[config.mk]
export PLATFORM = sky130hd
export DESIGN_NAME = stoch_encoder_multi_flat
export DESIGN_NICKNAME = d
export VERILOG_FILES = /design/src/rtl/stoch_encoder_multi_if.sv /design/src/rtl/stoch_encoder_multi.sv /design/src/flat_wrapper.sv
export SDC_FILE = /design/constraint.sdc
export NUM_CORES = 1
export LEC_CHECK = 0
export ABC_CLOCK_PERIOD_IN_PS = 2450
export BUFFER_PORTS_ARGS = -buffer_cell sky130_fd_sc_hd__buf_2
export CAP_MARGIN = 5
export CORE_ASPECT_RATIO = 1.2
export CORE_UTILIZATION = 25
export DETAILED_ROUTE_END_ITERATION = 7
export GPL_ROUTABILITY_DRIVEN = 0
export HOLD_SLACK_MARGIN = 0.12
export RECOVER_POWER = 100
export SYNTH_ARGS = -nofsm -noshare
export SYNTH_HDL_FRONTEND = slang
export SYNTH_SLANG_ARGS = --single-unit
[constraint.sdc]
create_clock -name clk -period 2.45 [get_ports clk]
set_input_delay 0.3675 -clock clk [delete_from_list [all_inputs] [get_ports clk]]
set_output_delay 0.3675 -clock clk [all_outputs]
set_load 0.01 [all_outputs]
[src/rtl/stoch_encoder_multi_if.sv]
// stoch_encoder_multi_if: frame handshake and pulse bus for the multi-channel stochastic encoder
interface stoch_encoder_multi_if #(
    parameter int WIDTH    = 16,
    parameter int CHANNELS = 4
);
    logic                      start;
    logic                      mode;
    logic [CHANNELS*WIDTH-1:0] value_in;
    logic                      ready;
    logic                      busy;
    logic [CHANNELS-1:0]       pulse_out;
    logic                      pulse_valid;
    logic                      frame_done;

    modport master (
        output start, mode, value_in,
        input  ready, busy, pulse_out, pulse_valid, frame_done
    );

    modport slave (
        input  start, mode, value_in,
        output ready, busy, pulse_out, pulse_valid, frame_done
    );
endinterface

[src/rtl/stoch_encoder_multi.sv]
// stoch_encoder_multi: framed binary-to-stochastic encoder, one Fibonacci LFSR per channel
module stoch_encoder_multi #(
    parameter int          WIDTH      = 16,
    parameter int          CHANNELS   = 4,
    parameter int          STREAM_LEN = 256,
    parameter logic [15:0] SEED       = 16'hACE1
) (
    input logic                 clk,
    input logic                 rst,
    stoch_encoder_multi_if.slave bus
);
    localparam int CW = $clog2(STREAM_LEN + 1);
    localparam int T0 = WIDTH - 1;
    localparam int T1 = (WIDTH == 8) ? 5 : 13;
    localparam int T2 = (WIDTH == 8) ? 4 : 12;
    localparam int T3 = (WIDTH == 8) ? 3 : 10;

    typedef enum logic {IDLE, RUN} state_t;

    state_t              state;
    logic [CW-1:0]       cnt;
    logic                mode_q;
    logic [WIDTH-1:0]    val [CHANNELS];
    logic [WIDTH-1:0]    lfsr [CHANNELS];
    logic [CHANNELS-1:0] pulse;
    logic                valid;
    logic                done;

    // Channel seeds are offset so channels with equal values still decorrelate
    function automatic logic [WIDTH-1:0] seed_of(int c);
        logic [31:0] t;
        t = 32'(SEED) + 32'(29 * c);
        return (t[WIDTH-1:0] == '0) ? WIDTH'(1) : t[WIDTH-1:0];
    endfunction

    function automatic logic [WIDTH-1:0] step(logic [WIDTH-1:0] l);
        return {l[WIDTH-2:0], l[T0] ^ l[T1] ^ l[T2] ^ l[T3]};
    endfunction

    always_ff @(posedge clk) begin
        if (rst) begin
            state  <= IDLE;
            cnt    <= '0;
            mode_q <= 1'b0;
            pulse  <= '0;
            valid  <= 1'b0;
            done   <= 1'b0;
            for (int c = 0; c < CHANNELS; c++) begin
                lfsr[c] <= seed_of(c);
                val[c]  <= '0;
            end
        end else begin
            pulse <= '0;
            valid <= 1'b0;
            done  <= 1'b0;
            case (state)
                IDLE: if (bus.start) begin
                    state  <= RUN;
                    cnt    <= '0;
                    mode_q <= bus.mode;
                    for (int c = 0; c < CHANNELS; c++) begin
                        val[c]  <= bus.value_in[c*WIDTH +: WIDTH];
                        lfsr[c] <= seed_of(c);
                    end
                end
                RUN: begin
                    for (int c = 0; c < CHANNELS; c++) begin
                        pulse[c] <= mode_q ? (val[c] >= lfsr[c]) : (val[c] > lfsr[c]);
                        lfsr[c]  <= step(lfsr[c]);
                    end
                    valid <= 1'b1;
                    cnt   <= cnt + CW'(1);
                    if (cnt == CW'(STREAM_LEN - 1)) begin
                        state <= IDLE;
                        done  <= 1'b1;
                    end
                end
                default: state <= IDLE;
            endcase
        end
    end

    assign bus.ready       = (state == IDLE);
    assign bus.busy        = (state == RUN);
    assign bus.pulse_out   = pulse;
    assign bus.pulse_valid = valid;
    assign bus.frame_done  = done;
endmodule

[src/flat_wrapper.sv]
// flat-port wrapper written by rule: the top's interface ports become plain ports
module stoch_encoder_multi_flat 
#(
    parameter int          WIDTH      = 16,
    parameter int          CHANNELS   = 4,
    parameter int          STREAM_LEN = 256,
    parameter logic [15:0] SEED       = 16'hACE1
)
  (clk, rst, bus_start, bus_mode, bus_value_in, bus_ready, bus_busy, bus_pulse_out, bus_pulse_valid, bus_frame_done);
  stoch_encoder_multi_if #(.WIDTH(WIDTH), .CHANNELS(CHANNELS)) bus_i ();
  input logic clk;
  input logic rst;
  input wire logic [$bits(bus_i.start)-1:0] bus_start;
  input wire logic [$bits(bus_i.mode)-1:0] bus_mode;
  input wire logic [$bits(bus_i.value_in)-1:0] bus_value_in;
  output wire logic [$bits(bus_i.ready)-1:0] bus_ready;
  output wire logic [$bits(bus_i.busy)-1:0] bus_busy;
  output wire logic [$bits(bus_i.pulse_out)-1:0] bus_pulse_out;
  output wire logic [$bits(bus_i.pulse_valid)-1:0] bus_pulse_valid;
  output wire logic [$bits(bus_i.frame_done)-1:0] bus_frame_done;
  assign bus_i.start = bus_start;
  assign bus_i.mode = bus_mode;
  assign bus_i.value_in = bus_value_in;
  assign bus_ready = bus_i.ready;
  assign bus_busy = bus_i.busy;
  assign bus_pulse_out = bus_i.pulse_out;
  assign bus_pulse_valid = bus_i.pulse_valid;
  assign bus_frame_done = bus_i.frame_done;
  stoch_encoder_multi #(.WIDTH(WIDTH), .CHANNELS(CHANNELS), .STREAM_LEN(STREAM_LEN), .SEED(SEED)) u_core (.clk(clk), .rst(rst), .bus(bus_i));
endmodule
==> results.md, run 1 <==
- Worst hold start: bus_value_in[39]
- Leading cell types in the layout, fill and taps excluded: edfxtp_1, inv_1, buf_2
- Via count: 4,498
- Clk Tree Root Cell: clkbuf_16
- Die Wd: 154.4 um
- CP Capture Type: flip-flop
- MaxCap Viol Count: 0
- Sequential cell area: about 0.0040 mm2
- EDFF count, synth: about 110
- WL/cell: 13.28 um
- Adder-Cell Fraction of Synth Area: 0.1186
- Synth Flop Type: edfxtp_1
- Post-layout net count: 827
- RSZ-0062 raised after global routing: no
- Pwr Total: about 6 mW
- WS Path Type: flip-flop to flip-flop
- H-tree levels: 4
- Startpoint Class: flip-flop
- Register area share after synthesis: 0.5778
- Mux cell area share after synthesis: 0.001617
- DP Area: 0.007764 mm2
- Simple-gate portion of the synthesized area: 0.1676
- Pleak: 3.491 nW
- R2R Setup Slk: around 450 ps
- Grt ovf: 0
- Vias in the first global route: 4,526
- F_max: 500.5 MHz
- Core area: approximately 0.027 mm2
- Syn-to-layout area delta: 18.99%
- TritonCTS buffer count: 17
- VDD IR-drop max: roughly 0.40 mV
- # IOs: 76
- Post-cts repair resize count: 0
- Later-pin clock latency in the skew report: 430 ps
- DP Wirelength: roughly 9600 um
- R2R Path Start: u_core.bus.busy$_SDFF_PP0_
- Initial antenna violation count: 0
- Synth top area cells: edfxtp_1, ha_1, dfxtp_1
- Compound-cell area share of the yosys netlist: 0.06683
- Final setup violation count: 0
- Max FO, Critical Path: 32
- Fillers: 2,811
- Mapped cell area: slightly below 0.007 mm2
- Fin crit period: about 2000 ps
- WP data required: about 2600 ps
- Pwr/cell area: 725.2 mW/mm2
- Tightest Pin Transition: approximately 770 ps
- Clk sinks: 145
- Final setup skew: between 8 and 9 ps
- Post CTS Setup Buffer Count: 0
- Share of layout cells above drive strength 1: 0.1686
- Vias per std cell: between 4 and 5
- Synth cell types: 35
- Antenna diodes: 0
- Hold Vio Cnt, Final: 0
- Detailed Routing Iterations Pass 1: 4
- Average size of a mapped cell: roughly 11 um2
- Setup TNS: 0 ps
- Core Rows: 66
- Final wirelength: around 14,000 um
- Port Buf Inserts: 75
- Die area: between 0.02 and 0.03 mm2
- Period utilisation layout: 0.8156
- Xor-xnor portion of the synthesized cell area: 0.01886
- Post-Synthesis Cells: slightly above 600
- Relative slew slack: 0.4872
- Multi-input logic area: 0.002611 mm2
- Hold_buf cts: 0
- Synth area leader: edfxtp_1
- Synth top area share: 0.4829
- First-pass GRT wire length: 22,630 um
- Status: finished, final reports clean
- Pin count of the biggest net entering global routing: 68
- Largest family of logic cells by synthesized area: simple AND/OR/NAND/NOR gates
- GR Util All Layers: 0.1041
- FF+latch count, synth: between 100 and 150
- Routed Antenna Nets: 0
- DR iter-0 viols: around 250
- Chip height: ~180 um
- Async SR Flop Fraction: 0
- Fin. max-slew vios: 0
- Worst Path Arrival: approximately 2100 ps
- Most common cell after layout, fill and taps aside: edfxtp_1
- Min-delay worst type: input pin to flip-flop
- DRC: 0
- Yosys warns: 0
- Clock Pin Slew Worst Setup and Hold Paths: roughly 70 ps
- Setup WS pre-CTS: roughly 470 ps
- Initial Utilization: 0.2556
- Post-synth net total: approximately 750
- Clock Path Buffers: 2
- Worst setup path start: u_core.bus.busy$_SDFF_PP0_
- CTS tree: yes
- Setup WS post-layout: ~450 ps
- Post-Layout Inst Area: ~0.0083 mm2
## report_power, final
group	leakage [nW]	switching (mW)	internal, mW
registers	1.41	0.0834	2.85
logic	1.81	0.367	0.265
clock network	0.264	1.12	1.32
total	3.49	1.57	4.44
## per-layer routing
layer / wire, um / GRT usage / vias to the layer above
met2: 6623 / 0.1744 / 75
met5: 0 / 0 / -
met3: 533 / 0.03229 / 11
met1: 6578 / 0.1275 / 2118
met4: 159 / 0.03327 / 0
li1: - / - / 2294
## layout make-up
cell class                 count  area share
tap                          340     0.05134
clock buffer                  17     0.05134
inverter                      68     0.03080
timing repair buffer          83     0.05103
clock inverter                15     0.01480
sequential                   145      0.4856
multi-input combinational    378      0.3151
## cell families (layout without fill, tap and decap cells)
| kind of cell | count (synthesis) | in the layout |
|---|---|---|
| AND/OR/NAND/NOR | 220 | 220 |
| flip-flops | 145 | 145 |
| buffers and inverters | 89 | 183 |
| AO/OA/AOI/OAI | 76 | 76 |
| adder cells (fa/ha/maj) | 66 | 66 |
| XOR/XNOR | 15 | 15 |
| multiplexers | 1 | 1 |
## metrics by stage
step	hold slack, ps	cells	util
after floorplan	441.0	612	-
after global placement	453.1	1014	0.2849
after detailed placement	464.6	1014	0.2849
after CTS	185.5	1046	0.3050
after global routing	182.9	1046	0.3041
final	208.1	1046	0.3041
## worst max-delay path: stages (launching register included)
cell	delay [ps]
dfxtp_1	520
nand2b_1	320
inv_1	110
clkbuf_2	610
nand2_1	140
## path summary, 6_finish.rpt
path                            cells past startpoint                          endpoint
worst max-delay path                                4  u_core.lfsr[3][13]$_SDFFCE_PN1P_
worst min-delay path                                2   u_core.val[0][39]$_SDFFCE_PN0P_
worst max register to register                      4  u_core.lfsr[3][13]$_SDFFCE_PN1P_
worst min register to register                      2        u_core.cnt[8]$_SDFFE_PP0P_
## sequential cells by signal, summed over array words and instances, names as in the netlist
register / flops
u_core.lfsr: 64
u_core.val: 64
u_core.bus.pulse_out: 4
u_core.bus.frame_done: 1
u_core.mode_q: 1
u_core.cnt: 9
u_core.bus.busy: 1
u_core.bus.pulse_valid: 1
## synth_stat cells (5+ instances only)
cell type	count
or3_1	5
nor2_1	43
dfxtp_1	33
edfxtp_1	112
nand4_1	19
a211oi_1	7
clkbuf_1	17
ha_1	66
nand2_1	35
o211ai_1	5
or2_2	11
a21oi_1	39
inv_1	68
and2_1	67
xnor2_1	11
nand3_1	7
o21ai_0	8
nor3_1	17
No activity file was read; power rests on OpenSTA's default activity.
==> run 2, diff against run 1 <==
- ABC_CLOCK_PERIOD_IN_PS: 2450 -> 1700
- clock period: 2.45 -> 1.7 ns (I/O delays scaled with it)
==> run 2 against run 1 <==
  * The run now ends with negative setup slack left
  * Via count is 8.2% higher
  * Largest power group unchanged
  * Critical path depth stayed put
  * Combinational power is 82% higher
==> results.md, run 2 (synthesis results as in run 1) <==
- Status: finished, violations left
- Violated checks: negative setup slack
- R2R Path End: u_core.bus.pulse_out[1]$_SDFF_PN0_
- Die area: 0.02853 mm2 (unchanged)
- GR Util All Layers: 0.1095 (+0.005429)
- Fillers: 2,737 (-2.6%)
- Detailed Routing Iterations Pass 1: 4 (unchanged)
- Worst setup path endpoint: u_core.bus.pulse_out[1]$_SDFF_PN0_
- Die Wd: 154.4 um (unchanged)
- Pin count of the biggest net entering global routing: 33 (-51%)
- Port Buf Inserts: 75 (unchanged)
- Syn-to-layout area delta: 32.02%
- Clk sinks: 145 (unchanged)
- Worst setup path start: u_core.val[0][31]$_SDFFCE_PN0P_
- R2R Setup Slk: -80 ps (-530 ps)
- WS Path Type: flip-flop to flip-flop
- Final setup violation count: 22 (+22)
- Final setup skew: 7.153 ps (-1.811 ps)
- Pleak: 3.902 nW (+12%)
- Via count: 4,867 (+8.2%)
- Vias per std cell: 4.273 (-0.63%)
- Antenna diodes: 0 (unchanged)
- Fin. max-slew vios: 0 (unchanged)
- Leading cell types in the layout, fill and taps excluded: edfxtp_1, buf_2, inv_1
- Setup WS post-layout: -82.50 ps (-534.3 ps)
- DR iter-0 viols: 196 (-22%)
- Fin crit period: 1783 ps (-215.7 ps)
- Share of layout cells above drive strength 1: 0.2315 (+0.06298)
- R2R Path Start: u_core.val[0][31]$_SDFFCE_PN0P_
- First-pass GRT wire length: 23,950 um (+5.8%)
- Period utilisation layout: 1.049 (+0.2330)
- CTS tree: yes
- Clock Path Buffers: 2 (unchanged)
- Clock Pin Slew Worst Setup and Hold Paths: 60 ps (about the same)
- Initial antenna violation count: 0 (unchanged)
- Core area: 0.02725 mm2 (unchanged)
- TritonCTS buffer count: 17 (unchanged)
- Routed Antenna Nets: 0 (unchanged)
- RSZ-0062 raised after global routing: yes
- Min-delay worst type: input pin to flip-flop
- Vias in the first global route: 5,019 (+11%)
- Worst Path Arrival: 2120 ps (-20 ps)
- # IOs: 76 (unchanged)
- WP data required: 2040 ps (-560 ps)
- Pwr Total: 8.945 mW (+49%)
- VDD IR-drop max: 0.6344 mV (+57%)
- Grt ovf: 0 (unchanged)
- R2R depth: 4 (unchanged)
- Initial Utilization: 0.2556 (unchanged)
- F_max: 561.0 MHz (+12%)
- Pwr/cell area: 972.9 mW/mm2 (+34%)
- Relative slew slack: 0.6625 (+0.1753)
- Clk Tree Root Cell: clkbuf_16
- DRC: 0 (unchanged)
- WL/cell: 12.96 um (-2.4%)
- DP Wirelength: 10,080 um (+5.0%)
- Startpoint Class: flip-flop
- Chip height: 184.8 um (unchanged)
- H-tree levels: 4 (unchanged)
- Biggest regs: u_core.lfsr x64, u_core.val x64, u_core.cnt x9
- CP Capture Type: flip-flop
- Final wirelength: 14,760 um (+6.2%)
- Finished Layout Cells: 1,139 (+8.9%)
- Post-Place Cells: 1,056 (+4.1%)
- Max FO, Critical Path: 3 (-91%)
- Hold Vio Cnt, Final: 0 (unchanged)
- MaxCap Viol Count: 0 (unchanged)
- Most common cell after layout, fill and taps aside: edfxtp_1
- Later-pin clock latency in the skew report: 420 ps (about the same)
- Tightest Pin Transition: 506.2 ps (-262.9 ps)
- Post-layout net count: 920 (+11%)
- Core Rows: 66 (unchanged)
[run 2: changes by cell type in the layout (fill, tap and decap cells not counted), sizes merged]
cell / change
inv: -7
dlygate4sd3: +44
clkinvlp: +2
clkbuf: +8
clkinv: +1
buf: +45
[run 2: power by group]
part	switching (mW)	internal [mW]
Clock	1.50	2.08
Sequential	0.109	4.10
Combinational	0.594	0.557
[run 2: layout make-up]
cell class / count / area [um2] / share of cell area
clock buffers: 21 / 493.0 / 0.05362
clock inverters: 11 / 76.32 / 0.008302
inverters: 68 / 255.2 / 0.02776
multi-input cells: 378 / 2708 / 0.2945
flip-flops and latches: 145 / 4025 / 0.4378
well taps: 340 / 425.4 / 0.04627
repair buffers: 176 / 1211 / 0.1317
[run 2: per-layer routing]
metal,global-route usage,vias to the layer above,share of wire
met5,0,-,0
met4,0.04317,0,0.018
met3,0.02457,21,0.032
met2,0.1938,86,0.49
met1,0.1286,2274,0.46
li1,-,2486,-
[run 2: critical path, stage by stage, from the launching register on]
cell      delay, ps
edfxtp_1        410
ha_1            310
nand4_1         180
or4_4           570
a211oi_2        230
[run 2: repair_timing]
action,CTS,global route
gates resized for setup,7,12
setup buffers,6,1
hold endpoints to repair,43,1
gates cloned,0,0
endpoints found under the setup margin,4,4
hold buffers,43,1
pin swaps,19,9
[run 2: how the worst min path moves through the flow]
| stage | slack (ps) | depth (start not counted) | endpoint | start |
|---|---|---|---|---|
| 2_1_floorplan | 440 | 2 | u_core.cnt[8]$_SDFFE_PP0P_ | u_core.cnt[8]$_SDFFE_PP0P_ |
| 3_3_place_gp | 450 | 2 | u_core.cnt[8]$_SDFFE_PP0P_ | u_core.cnt[8]$_SDFFE_PP0P_ |
| 3_5_place_dp | 470 | 2 | u_core.cnt[8]$_SDFFE_PP0P_ | u_core.cnt[8]$_SDFFE_PP0P_ |
| 4_1_cts | 120 | 2 | u_core.val[0][18]$_SDFFCE_PN0P_ | bus_value_in[18] |
| 5_1_grt | 120 | 2 | u_core.val[0][60]$_SDFFCE_PN0P_ | bus_value_in[60] |
| 6_report | 130 | 2 | u_core.val[0][57]$_SDFFCE_PN0P_ | bus_value_in[57] |
[run 2: through the flow]
stage / worst slack (ps) / area [um2] / hold slack [ps] / setup TNS, ps / utilization
3_5_place_dp: -154.8 / 8159 / 474.0 / -425.9 / 0.2994
4_1_cts: -75.45 / 9246 / 121.3 / -212.6 / 0.3393
2_1_floorplan: 2.099 / 6984 / 441.0 / 0 / -
3_3_place_gp: -109.5 / 8159 / 454.1 / -225.8 / 0.2994
6_report: -82.50 / 9194 / 133.1 / -632.0 / 0.3374
5_1_grt: -175.4 / 9194 / 120.5 / -5588 / 0.3374
